File: src/rtl/contador_pkg.sv
// rtl/contador_pkg.sv - shared constants and helpers for the millisecond timer
// Holds count-direction encodings, default parameters and the prescaler width function.
package contador_pkg;

   localparam int DEF_CHANNELS     = 4;
   localparam int DEF_TICKS_PER_MS = 500;
   localparam int DEF_MS_BITS      = 11;

   localparam logic MODE_UP   = 1'b0;
   localparam logic MODE_DOWN = 1'b1;

   function automatic int presc_width(input int ticks);
      return (ticks < 2) ? 1 : $clog2(ticks);
   endfunction

endpackage

File: src/rtl/contador_canal.sv
// rtl/contador_canal.sv - one timer channel: prescaler, ms count, sticky flags, snapshot
// Up-count end behaviour selected by CONTADOR_SATURATE_EN (hold at max) or default (wrap).
module contador_canal
   import contador_pkg::*;
#(
   parameter int TICKS_PER_MS = DEF_TICKS_PER_MS,
   parameter int MS_BITS      = DEF_MS_BITS
) (
   input  logic               NEclk,
   input  logic               Nreset,
   input  logic               enable,
   input  logic               clear,
   input  logic               mode,
   input  logic               load,
   input  logic [MS_BITS-1:0] load_value,
   input  logic               latch,
   input  logic               snap_ack,
   output logic [MS_BITS-1:0] ms,
   output logic [MS_BITS-1:0] snap,
   output logic               snap_valid,
   output logic               overflow,
   output logic               done
);

   localparam int               PW         = presc_width(TICKS_PER_MS);
   localparam logic [PW-1:0]    PRESC_LAST = PW'(TICKS_PER_MS - 1);
   localparam logic [MS_BITS-1:0] MS_MAX   = '1;

   logic [PW-1:0]      presc_q, presc_d;
   logic [MS_BITS-1:0] ms_q, ms_d;
   logic [MS_BITS-1:0] snap_q, snap_d;
   logic               snap_valid_q, snap_valid_d;
   logic               overflow_q, overflow_d;
   logic               done_q, done_d;
   logic               tick;

   always_comb begin
      presc_d      = presc_q;
      ms_d         = ms_q;
      overflow_d   = overflow_q;
      done_d       = done_q;
      snap_d       = snap_q;
      snap_valid_d = snap_valid_q;
      tick         = enable && (presc_q == PRESC_LAST);

      if (clear) begin
         ms_d       = '0;
         presc_d    = '0;
         overflow_d = 1'b0;
         done_d     = 1'b0;
      end else if (load) begin
         ms_d       = load_value;
         presc_d    = '0;
         overflow_d = 1'b0;
         done_d     = 1'b0;
      end else if (enable) begin
         presc_d = tick ? '0 : presc_q + PW'(1);
         if (tick) begin
            if (mode == MODE_UP) begin
               if (ms_q == MS_MAX) begin
                  overflow_d = 1'b1;
`ifdef CONTADOR_SATURATE_EN
                  ms_d = MS_MAX;
`else
                  ms_d = '0;
`endif
               end else begin
                  ms_d = ms_q + MS_BITS'(1);
               end
            end else if (ms_q > MS_BITS'(1)) begin
               ms_d = ms_q - MS_BITS'(1);
            end else begin
               // down mode never wraps: 1 -> 0 and 0 holds, both flag done
               ms_d   = '0;
               done_d = 1'b1;
            end
         end
      end

      // snapshot sees the pre-edge count, so it is independent of clear/load above
      if (latch && (!snap_valid_q || snap_ack)) begin
         snap_d       = ms_q;
         snap_valid_d = 1'b1;
      end else if (snap_ack) begin
         snap_valid_d = 1'b0;
      end
   end

   always_ff @(negedge NEclk or negedge Nreset) begin
      if (!Nreset) begin
         presc_q      <= '0;
         ms_q         <= '0;
         snap_q       <= '0;
         snap_valid_q <= 1'b0;
         overflow_q   <= 1'b0;
         done_q       <= 1'b0;
      end else begin
         presc_q      <= presc_d;
         ms_q         <= ms_d;
         snap_q       <= snap_d;
         snap_valid_q <= snap_valid_d;
         overflow_q   <= overflow_d;
         done_q       <= done_d;
      end
   end

   assign ms         = ms_q;
   assign snap       = snap_q;
   assign snap_valid = snap_valid_q;
   assign overflow   = overflow_q;
   assign done       = done_q;

endmodule

File: src/rtl/contador_ms_multi.sv
// rtl/contador_ms_multi.sv - multi-channel millisecond timer top level
// Generates CHANNELS contador_canal instances; CONTADOR_SATURATE_EN selects up-count saturation.
module contador_ms_multi
   import contador_pkg::*;
#(
   parameter int CHANNELS     = DEF_CHANNELS,
   parameter int TICKS_PER_MS = DEF_TICKS_PER_MS,
   parameter int MS_BITS      = DEF_MS_BITS
) (
   input  logic                        NEclk,
   input  logic                        Nreset,
   input  logic [CHANNELS-1:0]         enable,
   input  logic [CHANNELS-1:0]         clear,
   input  logic [CHANNELS-1:0]         mode,
   input  logic [CHANNELS-1:0]         load,
   input  logic [MS_BITS-1:0]          load_value,
   input  logic [CHANNELS-1:0]         latch,
   input  logic [CHANNELS-1:0]         snap_ack,
   output logic [CHANNELS*MS_BITS-1:0] ms,
   output logic [CHANNELS*MS_BITS-1:0] snap,
   output logic [CHANNELS-1:0]         snap_valid,
   output logic [CHANNELS-1:0]         overflow,
   output logic [CHANNELS-1:0]         done
);

   for (genvar i = 0; i < CHANNELS; i++) begin : g_canal
      contador_canal #(
         .TICKS_PER_MS (TICKS_PER_MS),
         .MS_BITS      (MS_BITS)
      ) u_canal (
         .NEclk      (NEclk),
         .Nreset     (Nreset),
         .enable     (enable[i]),
         .clear      (clear[i]),
         .mode       (mode[i]),
         .load       (load[i]),
         .load_value (load_value),
         .latch      (latch[i]),
         .snap_ack   (snap_ack[i]),
         .ms         (ms[i*MS_BITS +: MS_BITS]),
         .snap       (snap[i*MS_BITS +: MS_BITS]),
         .snap_valid (snap_valid[i]),
         .overflow   (overflow[i]),
         .done       (done[i])
      );
   end

endmodule

File: config.mk
export PLATFORM = sky130hd
export DESIGN_NAME = contador_ms_multi
export DESIGN_NICKNAME = d
export VERILOG_FILES = /design/src/rtl/contador_pkg.sv /design/src/rtl/contador_canal.sv /design/src/rtl/contador_ms_multi.sv
export SDC_FILE = /design/constraint.sdc
export NUM_CORES = 1
export LEC_CHECK = 0
export ABC_AREA = 1
export ABC_CLOCK_PERIOD_IN_PS = 4270
export CAP_MARGIN = 5
export CORE_MARGIN = 1.5
export CORE_UTILIZATION = 40
export CTS_BUF_LIST = sky130_fd_sc_hd__clkbuf_8
export DETAILED_ROUTE_END_ITERATION = 6
export MAX_ROUTING_LAYER = met4
export PLACE_DENSITY = 0.63
export SYNTH_ARGS = -nofsm -noshare
export SYNTH_HDL_FRONTEND = slang
export SYNTH_SLANG_ARGS = --single-unit
File: constraint.sdc
create_clock -name NEclk -period 4.27 [get_ports NEclk]
set_clock_uncertainty 0.05 [all_clocks]
set_input_delay 1.281 -clock NEclk [delete_from_list [all_inputs] [get_ports NEclk]]
set_output_delay 1.281 -clock NEclk [all_outputs]
set_load 0.01 [all_outputs]
==> results by group <==
Run status
  – Outcome: finished, violations left
  – Failing checks: negative setup slack

Yosys
  – Synth Flop Type: dfrtn_1
  – Synth top area share: 40.5%
  – Synth Area in Compound Gates: around an eighth
  – Post-Syn Nets: around 1.3k
  – Synth cell types: 39
  – Synth area leaders: dfrtn_1 (41%), nand2_1 (16%), o21ai_0 (6.0%)
  – Yosys warns: 0
  – Mean post-synth cell area: ~7.0 sq um
  – Largest family of logic cells by synthesized area: simple AND/OR/NAND/NOR gates
  – Post-synth EDFFs: 0
  – #FFs+latches synth: ~140
  – Post-synthesis mux area share: less than 1%
  – Adder-cell area share of the yosys netlist: approximately 2.4%
  – Cell count after synthesis: 1,204
  – Post-Synth XOR/XNOR Area: 3.55%
  – Largest area contributor in the netlist: dfrtn_1
  – Post-Syn Area: 8400 sq um
  – Simple-gate share of the synthesized area: 31.7%
  – Share of synthesized registers carrying an async set or reset: 100%
  – Post-synthesis sequential area ratio: between 40% and 50%

GRT
  – GRT Util Overall: 24.6%
  – First-pass GRT wire length: approximately 42,000 microns
  – Pin count of the biggest net entering global routing: 37
  – Initial antenna violation count: 1
  – Gr ovfl total: 0
  – Vias in the first global route: about 8.5k

Setup path
  – Setup crit end kind: output port
  – Critical path launch point type: register
  – Reg-to-reg setup timing slack: 1900 ps
  – Req. time, crit path: just under 3000 ps
  – CP arrival: ~3200 ps
  – Bufs and invs on worst path: 1
  – Max stage delay on crit path: around 450 ps
  – Delay-heaviest family, CP: flip-flops
  – Crit Path Category: reg -> out
  – Crit path max fanout: 2
  – CP cell instances: buf_2
  – Crit-path slowest cell: dfrtn_1

Die
  – Num rows: 52
  – Num ports: approximately 140
  – Die ar.: between 20,000 and 25,000 sq um
  – Core ar.: a little over 20,000 sq um
  – Die Ht: 148 microns
  – Chip Width: about 150 microns
  – Initial core utilization: 41.1%

Timing
  – Setup violations, final: 100
  – Slew Viols, Final: 0
  – Total negative slack: -14,720 ps
  – Rel. slew slack: about three quarters
  – Actual slew at the worst max-slew pin: 401 ps
  – RSZ-0062 raised after global routing: true
  – Final hold vios: 0
  – Final worst setup slack: -207 ps

Placed design
  – DP Area: around 11,000 sq um
  – PortBufs: ~140
  – HPWL after DPL: between 15,000 and 20,000 microns
  – GP Congestion: between 0.9 and 1
  – Placement Setup Slack: -742 ps

Finish
  – Commonest non-fill, non-tap cells in the layout: nand2_1 (350), buf_4 (175), dfrtn_1 (136)
  – Finished Core Util: between 50% and 60%
  – Share of layout cells above drive strength 1: 25.6%
  – Design area: ~12,000 sq um
  – Leading cell type in the layout, fill and taps excluded: nand2_1
  – Nets@finish: 1,559
  – P&R area growth vs syn: 39.3%

Hold path
  – Hold Path Class: reg -> reg

Clocking
  – Total CTS buffers: 17
  – CTS tree: yes
  – CTS Sinks: ~140
  – Clk_lat worst skew: around 400 ps
  – CTS clock-pin slew for the worst setup and hold paths: approximately 60 ps
  – CTS H-tree lvls: 4
  – Cts hold-fix bufs: 0
  – Root Driver: clkbuf_8
  – Clock tree buffer depth: 2

Pwr
  – Sw frac: 33.9%
  – Clock Power Share: a little under a third
  – Worst vdd ir: between 0.00015 and 0.0002 V
  – Sequential power share: about 39%
  – P_sw: ~1.3 mW
  – Leak: 6.01 nW
  – Pint: between 2 and 3 mW
  – Power Density: ~330 nW/um^2
  – Comb pwr share: 31.5%
  – Final Power: about 3.9 mW

Detailed routing
  – Drt pass-1 iters: 5
  – Routed WL: between 20,000 and 30,000 microns
  – Wire per inst: between 10 and 15 microns
  – Vias: between 8k and 9k
  – Post-DR vias/cell: roughly 5
  – DRC viols: 0
  – Antenna Nets Post-Route: 0
  – DR iter-0 viols: ~610

Run
  – Count of maximum capacitance violations: 0
[synthesized netlist by cell type (2+ instances only)]
cell type and instances:
a21oi_1 64, a21oi_2 10, a31oi_1 8, buf_2 13
buf_4 12, clkbuf_1 26, clkinv_1 2, dfrtn_1 136
ha_1 16, inv_1 116, inv_2 2, nand2_1 365
nand2_2 2, nand3_1 96, nand3b_1 2, nand4_1 24
nor2_1 127, nor3_1 16, nor3b_1 3, o211ai_1 3
o21a_1 9, o21ai_0 101, or2_2 3, xnor2_1 4
xor2_1 30
[timing repair]
item,in CTS,in global routing
pin swaps,8,9
gates cloned,2,2
resized for setup,446,34
setup endpoints to repair,184,146
buffers inserted,33,34
[cell families (layout without fill, tap and decap cells)]
group | Yosys count | after routing
compound gates | 200 | 200
xor+xnor | 34 | 34
fa+ha+maj | 16 | 16
buf+inv | 174 | 488
flops | 136 | 136
mux | 1 | 1
other cells | 0 | 1
simple gates | 643 | 644
[path summary, 6_finish.rpt]
check / start / end / depth (start not counted)
setup / recovery: g_canal[2].u_canal.ms[5] / ms[27] / 1
hold / removal: g_canal[3].u_canal.snap[7] / g_canal[3].u_canal.snap[7] / 2
setup reg to reg: g_canal[3].u_canal.ms[0] / g_canal[3].u_canal.ms[9] / 12
hold reg to reg: g_canal[3].u_canal.snap[7] / g_canal[3].u_canal.snap[7] / 2
max in group asynchronous: Nreset / g_canal[0].u_canal.snap[10] / 2
min in group asynchronous: Nreset / g_canal[3].u_canal.presc_q[8] / 1
[worst reg2reg max path, cell delays in order (launching register included)]
cell and delay [ps]:
dfrtn_1 440, buf_4 120, buf_4 130, ha_1 170, nand2_1 80, nor2_1 310, nand4_1 380, nor2_1 190
a21oi_1 100, nand3_1 100, nand2_1 60, nand2_1 50, nand2_1 60
[sequential cells by signal, indices dropped and copies added, names as in the netlist]
name	cells
g_canal.u_canal.ms	44
g_canal.u_canal.snap	44
g_canal.u_canal.presc_q	36
g_canal.u_canal.done	4
g_canal.u_canal.overflow	4
g_canal.u_canal.snap_valid	4
[power by group through the flow]
stage	sequential, mW	combinational (mW)	clock, mW
5_1_grt	1.50	1.34	1.24
4_1_cts	1.48	1.15	1.18
3_3_place_gp	1.51	1.17	0
2_1_floorplan	1.58	0.510	0
3_5_place_dp	1.51	1.17	0
6_report	1.48	1.21	1.15
[metal layers]
metal / up-vias / GRT usage, % / share of wire, %
li1: 4484 / - / -
met1: 4115 / 31.4 / 44
met2: 252 / 39.9 / 48
met3: 50 / 4.07 / 5.5
met4: 0 / 7.67 / 2.4
met5: - / - / 0
[through the flow]
stage	hold WS (ps)	instances
floorplan	364	1204
global placement	378	1686
detailed placement	383	1686
CTS	381	1753
global route	408	1790
finish	388	1790
[final cells by class]
| type | instances | area (sq um) |
|---|---|---|
| multi-input combinational | 895 | 4400 |
| tap | 270 | 338 |
| clock buffer | 17 | 234 |
| antenna | 1 | 2.50 |
| sequential | 136 | 3400 |
| timing repair buffer | 334 | 2680 |
| fill | 2082 | 8730 |
| inverter | 121 | 458 |
| clock inverter | 15 | 179 |
| timing repair inverter | 1 | 3.75 |
Note: power is estimated with default switching activity, not from simulation.
